## src/rtl/udma_ch_pkg.sv

```systemverilog
// Shared types and helpers for the uDMA RX channel engine.
// Holds the datasize/state enums and the beat-size helper.
package udma_ch_pkg;

    typedef enum logic [1:0] {
        BYTE = 2'd0,
        HALF = 2'd1,
        WORD = 2'd2
    } datasize_e;

    typedef enum logic {
        IDLE = 1'b0,
        RUN  = 1'b1
    } ch_state_e;

    // Encodings 10 and 11 both mean a 4-byte word.
    function automatic logic [2:0] beat_bytes(input logic [1:0] ds);
        logic [2:0] n;
        case (ds)
            BYTE:    n = 3'd1;
            HALF:    n = 3'd2;
            default: n = 3'd4;
        endcase
        return n;
    endfunction

endpackage

```

## src/rtl/udma_ch_lane_steer.sv

```systemverilog
// Byte-lane steering for one stream beat into a 32-bit L2 word.
// Ports: datasize_i, addr_lsb_i, data_i in; wdata_o, be_o out.
module udma_ch_lane_steer
    import udma_ch_pkg::*;
(
    input  logic [1:0]  datasize_i,
    input  logic [1:0]  addr_lsb_i,
    input  logic [31:0] data_i,
    output logic [31:0] wdata_o,
    output logic [3:0]  be_o
);

    always_comb begin
        wdata_o = data_i;
        be_o    = 4'hF;
        case (datasize_i)
            BYTE: begin
                be_o    = 4'b0001 << addr_lsb_i;
                wdata_o = {24'd0, data_i[7:0]} << {addr_lsb_i, 3'b000};
            end
            HALF: begin
                // Odd byte offset is ignored: halves land on lane 0 or 2.
                be_o    = addr_lsb_i[1] ? 4'b1100 : 4'b0011;
                wdata_o = addr_lsb_i[1] ? {data_i[15:0], 16'd0}
                                        : {16'd0, data_i[15:0]};
            end
            default: begin
                be_o    = 4'hF;
                wdata_o = data_i;
            end
        endcase
    end

endmodule

```

## src/rtl/udma_rx_ch_engine.sv

```systemverilog
// uDMA RX channel: turns a peripheral byte/half/word stream into aligned
// L2 writes. Ports: cfg_* (setup/status), data_* (stream), l2_* (req/gnt), end_event_o.
module udma_rx_ch_engine
    import udma_ch_pkg::*;
#(
    parameter int L2_AWIDTH_NOAL = 12,
    parameter int TRANS_SIZE     = 16
) (
    input  logic                      sys_clk_i,
    input  logic                      sys_rstn_i,
    input  logic [L2_AWIDTH_NOAL-1:0] cfg_startaddr_i,
    input  logic [TRANS_SIZE-1:0]     cfg_size_i,
    input  logic                      cfg_continuous_i,
    input  logic                      cfg_en_i,
    input  logic                      cfg_clr_i,
    output logic                      cfg_en_o,
    output logic                      cfg_pending_o,
    output logic [L2_AWIDTH_NOAL-1:0] cfg_curr_addr_o,
    output logic [TRANS_SIZE-1:0]     cfg_bytes_left_o,
    input  logic [1:0]                data_datasize_i,
    input  logic [31:0]               data_i,
    input  logic                      data_valid_i,
    output logic                      data_ready_o,
    output logic                      l2_req_o,
    input  logic                      l2_gnt_i,
    output logic [L2_AWIDTH_NOAL-1:0] l2_addr_o,
    output logic [31:0]               l2_wdata_o,
    output logic [3:0]                l2_be_o,
    output logic                      end_event_o
);

    localparam int AW = L2_AWIDTH_NOAL;
    localparam int TS = TRANS_SIZE;

    ch_state_e       state_q, state_d;
    logic [AW-1:0]   addr_q, org_addr_q, sh_addr_q, waddr_q;
    logic [TS-1:0]   left_q, org_size_q, sh_size_q;
    logic            pend_q, req_q, last_q, end_q;
    logic [31:0]     wdata_q, steer_wdata;
    logic [3:0]      be_q, steer_be;

    logic [2:0]      bb;
    logic            en_ok, accept, is_last, stopping, gnt_fire;

    assign bb       = beat_bytes(data_datasize_i);
    assign en_ok    = cfg_en_i & (cfg_size_i != '0);
    assign accept   = data_valid_i & data_ready_o;
    assign is_last  = left_q <= TS'(bb);
    // RUN with nothing left: last beat issued, waiting for its grant.
    assign stopping = (state_q == RUN) & (left_q == '0);
    assign gnt_fire = req_q & l2_gnt_i;

    udma_ch_lane_steer u_steer (
        .datasize_i (data_datasize_i),
        .addr_lsb_i (addr_q[1:0]),
        .data_i     (data_i),
        .wdata_o    (steer_wdata),
        .be_o       (steer_be)
    );

    always_ff @(posedge sys_clk_i or negedge sys_rstn_i) begin
        if (!sys_rstn_i) state_q <= IDLE;
        else             state_q <= state_d;
    end

    always_comb begin
        state_d = state_q;
        case (state_q)
            IDLE: if (en_ok & ~cfg_clr_i) state_d = RUN;
            RUN: begin
                if (cfg_clr_i)
                    state_d = IDLE;
                else if (stopping & ~pend_q & gnt_fire & ~en_ok)
                    state_d = IDLE;
            end
            default: state_d = IDLE;
        endcase
    end

    always_comb begin
        cfg_en_o     = (state_q == RUN);
        data_ready_o = (state_q == RUN) & (left_q != '0)
                     & (~req_q | l2_gnt_i) & ~cfg_clr_i;
    end

    // Address/size counters and the pending shadow.
    always_ff @(posedge sys_clk_i or negedge sys_rstn_i) begin
        if (!sys_rstn_i) begin
            addr_q     <= '0;
            left_q     <= '0;
            org_addr_q <= '0;
            org_size_q <= '0;
            sh_addr_q  <= '0;
            sh_size_q  <= '0;
            pend_q     <= 1'b0;
        end else if (cfg_clr_i) begin
            addr_q <= '0;
            left_q <= '0;
            pend_q <= 1'b0;
        end else if (state_q == IDLE) begin
            if (en_ok) begin
                addr_q     <= cfg_startaddr_i;
                left_q     <= cfg_size_i;
                org_addr_q <= cfg_startaddr_i;
                org_size_q <= cfg_size_i;
            end
        end else begin
            if (accept) begin
                if (is_last & pend_q) begin
                    addr_q     <= sh_addr_q;
                    left_q     <= sh_size_q;
                    org_addr_q <= sh_addr_q;
                    org_size_q <= sh_size_q;
                    pend_q     <= 1'b0;
                end else if (is_last & cfg_continuous_i) begin
                    addr_q <= org_addr_q;
                    left_q <= org_size_q;
                end else begin
                    addr_q <= addr_q + AW'(bb);
                    left_q <= is_last ? '0 : left_q - TS'(bb);
                end
            end else if (stopping & pend_q) begin
                // Queued while the final beat was still in flight.
                addr_q     <= sh_addr_q;
                left_q     <= sh_size_q;
                org_addr_q <= sh_addr_q;
                org_size_q <= sh_size_q;
                pend_q     <= 1'b0;
            end
            // A new enable overrides any reload of the shadow above.
            if (en_ok) begin
                sh_addr_q <= cfg_startaddr_i;
                sh_size_q <= cfg_size_i;
                pend_q    <= 1'b1;
            end
        end
    end

    // Single output register toward L2, held until granted.
    always_ff @(posedge sys_clk_i or negedge sys_rstn_i) begin
        if (!sys_rstn_i) begin
            req_q   <= 1'b0;
            waddr_q <= '0;
            wdata_q <= '0;
            be_q    <= '0;
            last_q  <= 1'b0;
            end_q   <= 1'b0;
        end else begin
            if (accept) begin
                req_q   <= 1'b1;
                waddr_q <= {addr_q[AW-1:2], 2'b00};
                wdata_q <= steer_wdata;
                be_q    <= steer_be;
                last_q  <= is_last;
            end else if (gnt_fire) begin
                req_q  <= 1'b0;
                last_q <= 1'b0;
            end
            // An aborted buffer still drains its beat but raises no event.
            if (cfg_clr_i) last_q <= 1'b0;
            end_q <= gnt_fire & last_q & ~cfg_clr_i;
        end
    end

    assign cfg_pending_o    = pend_q;
    assign cfg_curr_addr_o  = addr_q;
    assign cfg_bytes_left_o = left_q;
    assign l2_req_o         = req_q;
    assign l2_addr_o        = waddr_q;
    assign l2_wdata_o       = wdata_q;
    assign l2_be_o          = be_q;
    assign end_event_o      = end_q;

endmodule
```

## config.mk

```make
export PLATFORM = sky130hd
export DESIGN_NAME = udma_rx_ch_engine
export DESIGN_NICKNAME = d
export VERILOG_FILES = /design/src/rtl/udma_ch_pkg.sv /design/src/rtl/udma_ch_lane_steer.sv /design/src/rtl/udma_rx_ch_engine.sv
export SDC_FILE = /design/constraint.sdc
export NUM_CORES = 1
export LEC_CHECK = 0
export CAP_MARGIN = 20
export CORE_AREA = 2 2 123 125
export CTS_CLUSTER_DIAMETER = 120
export DETAILED_ROUTE_END_ITERATION = 7
export DIE_AREA = 0 0 125 127
export PLACE_DENSITY = 0.9
export SLEW_MARGIN = 15
export SYNTH_ARGS = -nofsm -noshare
export SYNTH_HDL_FRONTEND = slang
export SYNTH_SLANG_ARGS = --single-unit
```

## constraint.sdc

```tcl
create_clock -name sys_clk_i -period 3.1 [get_ports sys_clk_i]
set_input_delay 0.62 -clock sys_clk_i [delete_from_list [all_inputs] [get_ports sys_clk_i]]
set_output_delay 0.62 -clock sys_clk_i [all_outputs]
set_load 0.01 [all_outputs]
```

==> results of run 1 <==
worst paths after layout:
path / slack (ps) / cells after the start / endpoint / from
max: 80 / 11 / cfg_bytes_left_o[3]$_DFFE_PN0P_ / data_datasize_i[0]
min reg2reg: 470 / 2 / l2_wdata_o[5]$_DFFE_PN0P_ / l2_wdata_o[5]$_DFFE_PN0P_
min in group sys_clk_i: 470 / 2 / l2_wdata_o[5]$_DFFE_PN0P_ / l2_wdata_o[5]$_DFFE_PN0P_
max reg2reg: 180 / 9 / org_addr_q[1]$_DFFE_PN0P_ / cfg_bytes_left_o[8]$_DFFE_PN0P_
min: 200 / 1 / l2_wdata_o[18]$_DFFE_PN0P_ / sys_rstn_i
max in group asynchronous: 2130 / 2 / sh_addr_q[4]$_DFFE_PN0P_ / sys_rstn_i
flip-flops by register name, indices dropped and copies added, names as in the netlist:
signal            cells
org_addr_q           12
l2_wdata_o           32
l2_be_o               4
cfg_bytes_left_o     16
cfg_en_o              1
org_size_q           16
sh_addr_q            12
last_q                1
sh_size_q            16
l2_addr_o            10
l2_req_o              1
cfg_curr_addr_o      12
cfg_pending_o         1
end_event_o           1
per-stage QoR:
| stage | power (mW) | cells | TNS, ps | setup WS, ps |
|---|---|---|---|---|
| 6_report | 6.669 | 1158 | 0 | 82.73 |
| 5_1_grt | 6.948 | 1158 | -0.1092 | -0.1092 |
| 4_1_cts | 6.628 | 1158 | 0 | 49.07 |
| 3_5_place_dp | 4.569 | 1125 | -13590 | -315.0 |
| 3_3_place_gp | 4.482 | 1125 | -11360 | -333.5 |
| 2_1_floorplan | 3.486 | 765 | 0 | 0.6597 |
layout make-up:
type,instances,area [µm²],area share (%)
inverter,13,48.80,0.4793
clock buffer,23,457.9,4.499
tap,184,230.2,2.262
timing repair buffer,235,2207,21.68
clock inverter,9,125.1,1.229
sequential,135,3379,33.20
multi-input combinational,559,3731,36.65
repair_timing:
action	in CTS	in global routing
buffers inserted	1	0
setup endpoints to repair	1	25
pin swaps	1	1
hold endpoints to repair	0	0
gates resized for setup	3	8
per-layer routing:
layer,up-vias,track usage (%),part of all wire [%]
li1,3236,-,-
met3,85,6.658,11
met2,516,47.12,46
met5,-,0,0
met1,3562,40.53,39
met4,0,14.38,3.8
where the power goes:
part	total (mW)	switching, mW	internal [mW]	leakage, nW
sequential	2.51	0.347	2.16	1.66
combinational	2.11	0.984	1.12	2.44
clock	2.05	0.775	1.28	0.281
total	6.67	2.11	4.56	4.38
placed cells by master, fill, tap and decap left out, drive strengths merged, types with 4 or more instances in the layout:
cell type        n
clkdlybuf4s50  145
dfrtp          135
nand2          120
buf             89
nor2            68
mux2            34
a21oi           32
a221oi          30
nand3           26
o22ai           23
clkbuf          23
o221a           22
o21ai           22
xnor2           15
inv             13
mux2i           13
nor4            11
nand2b           9
a211oi           9
a32o             9
o211ai           8
ha               8
a21o             8
nor3             6
and3             6
nor2b            5
a221o            5
xor2             5
nand4            4
a22o             4
a31oi            4
clkinv           4
or4              4
and2             4
a2111oi          4
kinds of logic (layout without fill, tap and decap cells):
logic type	count (synthesis)	count (layout)	share of synthesized area (%)
AND/OR/NAND/NOR	272	272	16.82
AO/OA/AOI/OAI	208	208	21.76
flip-flops	135	135	45.79
buffers and inverters	71	280	4.342
multiplexers	47	47	6.954
XOR/XNOR	20	20	2.375
adder cells (fa/ha/maj)	10	10	1.900
other	1	2	0.05083
==> summary.md, run 1 <==
| Metric | Value |
|---|---|
| Critical Path Start Type | primary input |
| Largest net degree at the start of global routing | 77 |
| Dpl hpwl | 17.06 mm |
| Synth-to-layout area growth | 37.99% |
| Post-DR vias/cell | 6.389 |
| Clk pin slew, worst setup/hold paths | 60 ps |
| Slowest stage delay, CP | 580 ps |
| CTS tree | yes |
| Cells along the critical path | clkdlybuf4s50_1 -> buf_4 -> nand2_1 -> ha_1 -> nand3_1 -> nand2_1 -> and2_2 -> a21oi_4 -> buf_12 -> a2bb2oi_1 -> o221ai_1 |
| Unique masters post-synth | 63 |
| Root Driver | clkbuf_16 |
| Filler cells | 1035 |
| First-pass GRT wire length | 38.03 mm |
| Ys flop type | dfrtp_1 |
| # H-tree levels | 4 |
| # IOs | 150 |
| Max-Cap Viols | 0 |
| Worst endpoint required time | 3390 ps |
| Area after DPL | 9564 µm² |
| Routed wire length | 23.98 mm |
| Total GRT Usage | 30.23% |
| Post-Route Utilization | 70.58% |
| Crit-path most repeated cell | nand2_1 |
| Ys Warns | 0 |
| Slowest cell on crit path | clkdlybuf4s50_1 |
| Antenna diodes | 0 |
| Hold crit path type | primary input to asynchronous set/reset pin |
| Remaining Overflow, GRT | 0 |
| Yosys top cell by area | dfrtp_1 |
| Buffer levels on the longest clock path | 2 |
| Total CTS buffers | 17 |
| I/O Buffers | 147 |
| Pwr dens | 655.1 nW/µm² |
| CTS sink count | 135 |
| Crit path DAT | 3300 ps |
| Synth area leaders | dfrtp_1, nand2_1, mux2_2 |
| Die W | 125 µm |
| Most frequent cell after synthesis | dfrtp_1 |
| Max Clock Freq | 331.4 MHz |
| Critical Path Sink Type | flop |
| Final setup violation count | 0 |
| Slew headroom | 29.33% |
| GP Congestion | 0.9027 |
| Final nets | 1040 |
| Length of the first detailed-routing pass in iterations | 5 |
| Fin. Hold Viols | 0 |
| Critical path's top delay family | buffers and inverters |
| Avg Cell Area, Syn | 9.656 µm² |
| Initial Util | 51.15% |
| Core area | 14420 µm² |
| Die Span Y | 127 µm |
| Worst-path maximum fanout | 8 |
| Post-Synthesis Cells | 764 |
| Least-Margin Pin Slew | 1059 ps |
| Max VDD drop | 0.0004172 V |
| Drt wl/cell | 20.71 µm |
| Routed Antenna Nets | 0 |
| Hold buffers post-CTS | 0 |
| # rows | 44 |
| DRC violations left | 0 |
| Post-synth top cells | dfrtp_1, nand2_1, nor2_1, clkbuf_1, mux2_2 |
| Die area | 15880 µm² |
| Buf+Inv Stages, Crit Path | 3 |
| 1st-iter DRT viols | 736 |
| Routed via count | 7399 |
| Status | complete, no violations |
| CP Class | primary input to flop |
| Register area share after synthesis | 45.79% |
| Layout cells sized above 1 | 19.30% |
| Design area | 10180 µm² |
| Post-synth EDFFs | 0 |
| Minimum clock period after layout | 3017 ps |
| Synth top area share | 45.79% |
| Final slew viol count | 0 |
| Antenna violations before repair | 0 |
| Post-Route Skew | 7.748 ps |
| Asr flop ratio synth | 100.0% |
| Final period util | 97.33% |
| Post-Syn Area | 7377 µm² |
| Yosys reg bits | 135 |
| Leakage | 4.380 nW |
| Clk_lat worst skew | 430 ps |
| WHS | 204.9 ps |
| Vias in the first global route | 7094 |
Power figures use the tool's default switching activity.
==> run 2, diff against run 1 <==
- CORE_AREA: 2 2 123 125 -> 2 2 143 103
- CTS_BUF_LIST: not set -> sky130_fd_sc_hd__clkbuf_8
- DIE_AREA: 0 0 125 127 -> 0 0 145 105
- PLACE_DENSITY: 0.9 -> 0.94
==> run 2 against run 1 <==
Critical path depth grew 3. Combinational power grew 9%. Highest routed layer is now met5. Clock-buffer cell count shrank 6. Final cell count grew 1.8%. Sequential share of layout area shrank 0.45 points. Flip-flop and latch count is the same. Global-route usage grew 3.1 points. Register-to-register slack lost 170 ps. Worst setup slack lost 69 ps. Hold slack lost 110 ps. Critical endpoint is now org_addr_q[7]$_DFFE_PN0P_. Wire length grew 12%. Clock skew grew 2.1 ps.
==> summary.md, run 2 (synthesis results as in run 1) <==
| Metric | Value |
|---|---|
| R2r setup slk | 10 ps (-170 ps) |
| Antenna violations before repair | 0 (unchanged) |
| Layout cells sized above 1 | 21.03% (+1.7 points) |
| # H-tree levels | 4 (unchanged) |
| R2R depth | 14 (+5) |
| Commonest non-fill, non-tap cell in the layout | clkdlybuf4s50_1 |
| Post-Route Skew | 9.834 ps (+2.086 ps) |
| DRC violations left | 0 (unchanged) |
| Total GRT Usage | 33.30% (+3.1 points) |
| Seq. cell area | 3382 µm² (about the same) |
| Clk pin slew, worst setup/hold paths | 80 ps (+20 ps) |
| Drt wl/cell | 22.76 µm (+9.9%) |
| Final slew viol count | 0 (unchanged) |
| First-pass GRT wire length | 39.42 mm (+3.6%) |
| Vias in the first global route | 7146 (+0.73%) |
| Die Span Y | 105 µm (-17%) |
| Core area | 13740 µm² (-4.8%) |
| Multi-input gate area | 3869 µm² (+3.7%) |
| Status | complete, no violations |
| Die area | 15230 µm² (-4.1%) |
| Buffer levels on the longest clock path | 2 (unchanged) |
| 1st-iter DRT viols | 1325 (+80%) |
| Crit-path most repeated cell | buf_4 |
| Max Clock Freq | 324.0 MHz (-2.2%) |
| Worst setup margin | 13.72 ps (-69.01 ps) |
| Leakage | 4.446 nW (+1.5%) |
| Max-Cap Viols | 0 (unchanged) |
| Synth-to-layout area growth | 39.98% |
| Clk_lat worst skew | 450 ps (+20 ps) |
| Reg-to-Reg Start | cfg_bytes_left_o[14]$_DFFE_PN0P_ |
| CP Class | flop to flop |
| Die W | 145 µm (+16%) |
| Slowest stage delay, CP | 540 ps (-40 ps) |
| Length of the first detailed-routing pass in iterations | 7 (+2) |
| Final setup violation count | 0 (unchanged) |
| Dpl hpwl | 18.54 mm (+8.7%) |
| Crit path DAT | 3420 ps (+120 ps) |
| Most frequent cells in the layout | clkdlybuf4s50_1, dfrtp_1, nand2_1, buf_4, nor2_1 |
| Fin. Hold Viols | 0 (unchanged) |
| Routed via count | 7746 (+4.7%) |
| Worst-path maximum fanout | 5 (-3) |
| Antenna diodes | 0 (unchanged) |
| I/O Buffers | 147 (unchanged) |
| Critical Path Sink Type | flop |
| Post-Route Utilization | 75.16% (+4.6 points) |
| Root Driver | clkbuf_8 |
| Pwr dens | 625.8 nW/µm² (-4.5%) |
| Final period util | 99.56% (+2.2 points) |
| Cells along the critical path | or4_4 -> nor4_4 -> nand2_2 -> buf_6 -> buf_4 -> buf_4 -> buf_4 -> buf_4 -> buf_4 -> o21ai_2 -> nand3_2 -> buf_12 -> clkbuf_16 -> o221a_4 |
| # IOs | 150 (unchanged) |
| Largest net degree at the start of global routing | 61 (-21%) |
| CTS sink count | 135 (unchanged) |
| Least-Margin Pin Slew | 1084 ps (+24.79 ps) |
| Max VDD drop | 0.0003394 V (-19%) |
| Routed wire length | 26.84 mm (+12%) |
| Filler cells | 833 (-20%) |
| R2R Path End | org_addr_q[7]$_DFFE_PN0P_ |
| Final nets | 1055 (+1.4%) |
| Design area | 10330 µm² (+1.4%) |
| # rows | 36 (-18%) |
| Initial Util | 53.70% (+2.6 points) |
| Slowest cell on crit path | or4_4 |
| Post-DR vias/cell | 6.570 (+2.8%) |
| Hold crit path type | primary input to asynchronous set/reset pin |
| Minimum clock period after layout | 3086 ps (+69.01 ps) |
| Total CTS buffers | 17 (unchanged) |
| Slew headroom | 27.20% (-2.1 points) |
| GP Congestion | 0.9866 (+9.3%) |
| Remaining Overflow, GRT | 0 (unchanged) |
| CTS tree | yes |
| Area after DPL | 9539 µm² (-0.26%) |
| Routed Antenna Nets | 0 (unchanged) |
| Post-place setup slack | -247.7 ps (+67.38 ps) |
| Max FFs per register | 32 (unchanged) |
| Setup TNS | 0 ps (unchanged) |
| Worst endpoint required time | 3430 ps (+40 ps) |
| Critical Path Start Type | flop |
==> run 2: changes by cell type in the layout (fill, tap and decap cells not counted), sizes merged <==
cell / delta
clkinv: +2
buf: +13
inv: +3
clkdlybuf4s15: +1
dlygate4sd2: -1
bufinv: +1
clkbuf: -4
==> run 2: how the worst max path moves through the flow <==
stage / start / to / slack, ps / depth (start not counted)
finish: cfg_bytes_left_o[14]$_DFFE_PN0P_ / org_addr_q[7]$_DFFE_PN0P_ / 10 / 14
global route: data_datasize_i[0] / org_size_q[12]$_DFFE_PN0P_ / -60 / 11
CTS: cfg_bytes_left_o[3]$_DFFE_PN0P_ / org_addr_q[1]$_DFFE_PN0P_ / 50 / 14
detailed placement: data_datasize_i[0] / cfg_curr_addr_o[10]$_DFFE_PN0P_ / -250 / 10
global placement: data_datasize_i[0] / cfg_curr_addr_o[10]$_DFFE_PN0P_ / -260 / 11
floorplan: data_datasize_i[1] / cfg_bytes_left_o[10]$_DFFE_PN0P_ / 0.7 / 12
==> run 2: worst max-delay path: cells and delay by family (launching register included) <==
family	cells	cell delay, ps
DFF	1	450
and+or+nand+nor	4	1100
buffers and inverters	8	1130
AOI/OAI and AO/OA	2	280
==> run 2: per-layer routing <==
metal	GRT usage, %	vias up	routed length (µm)
li1	-	3272	-
met1	46.97	3721	10580
met2	46.73	659	11510
met3	13.89	92	3954
met4	9.194	2	723
met5	3.333	-	64
==> run 2: timing repair <==
item / 4_1_cts / 5_1_grt
resized for setup: 7 / 22
hold buffers: 0 / 0
endpoints found under the setup margin: 1 / 21
pin swaps: 1 / 7
cloned: 0 / 3
setup buffers: 9 / 6
==> run 2: final cells by class <==
type                            instances  share of cell area (%)
Sequential cell                       135                   32.75
Clock inverter                         15                   1.975
Timing Repair Buffer                  250                   22.77
Multi-Input combinational cell        559                   37.46
Inverter                               13                  0.4726
Tap cell                              190                   2.302
Clock buffer                           17                   2.266
==> run 2: stage by stage <==
stage / hold WS [ps] / cells / total power, mW
2_1_floorplan: 324.4 / 765 / 3.486
4_1_cts: 95.51 / 1171 / 6.279
3_5_place_dp: 456.4 / 1130 / 4.610
5_1_grt: 111.7 / 1179 / 6.701
6_report: 98.01 / 1179 / 6.462
3_3_place_gp: 448.8 / 1130 / 4.505
==> run 2: report_power, final <==
| part | switching, mW | internal (mW) |
|---|---|---|
| clock network | 0.751 | 0.882 |
| registers | 0.386 | 2.16 |
| logic | 1.09 | 1.20 |
| total | 2.23 | 4.24 |
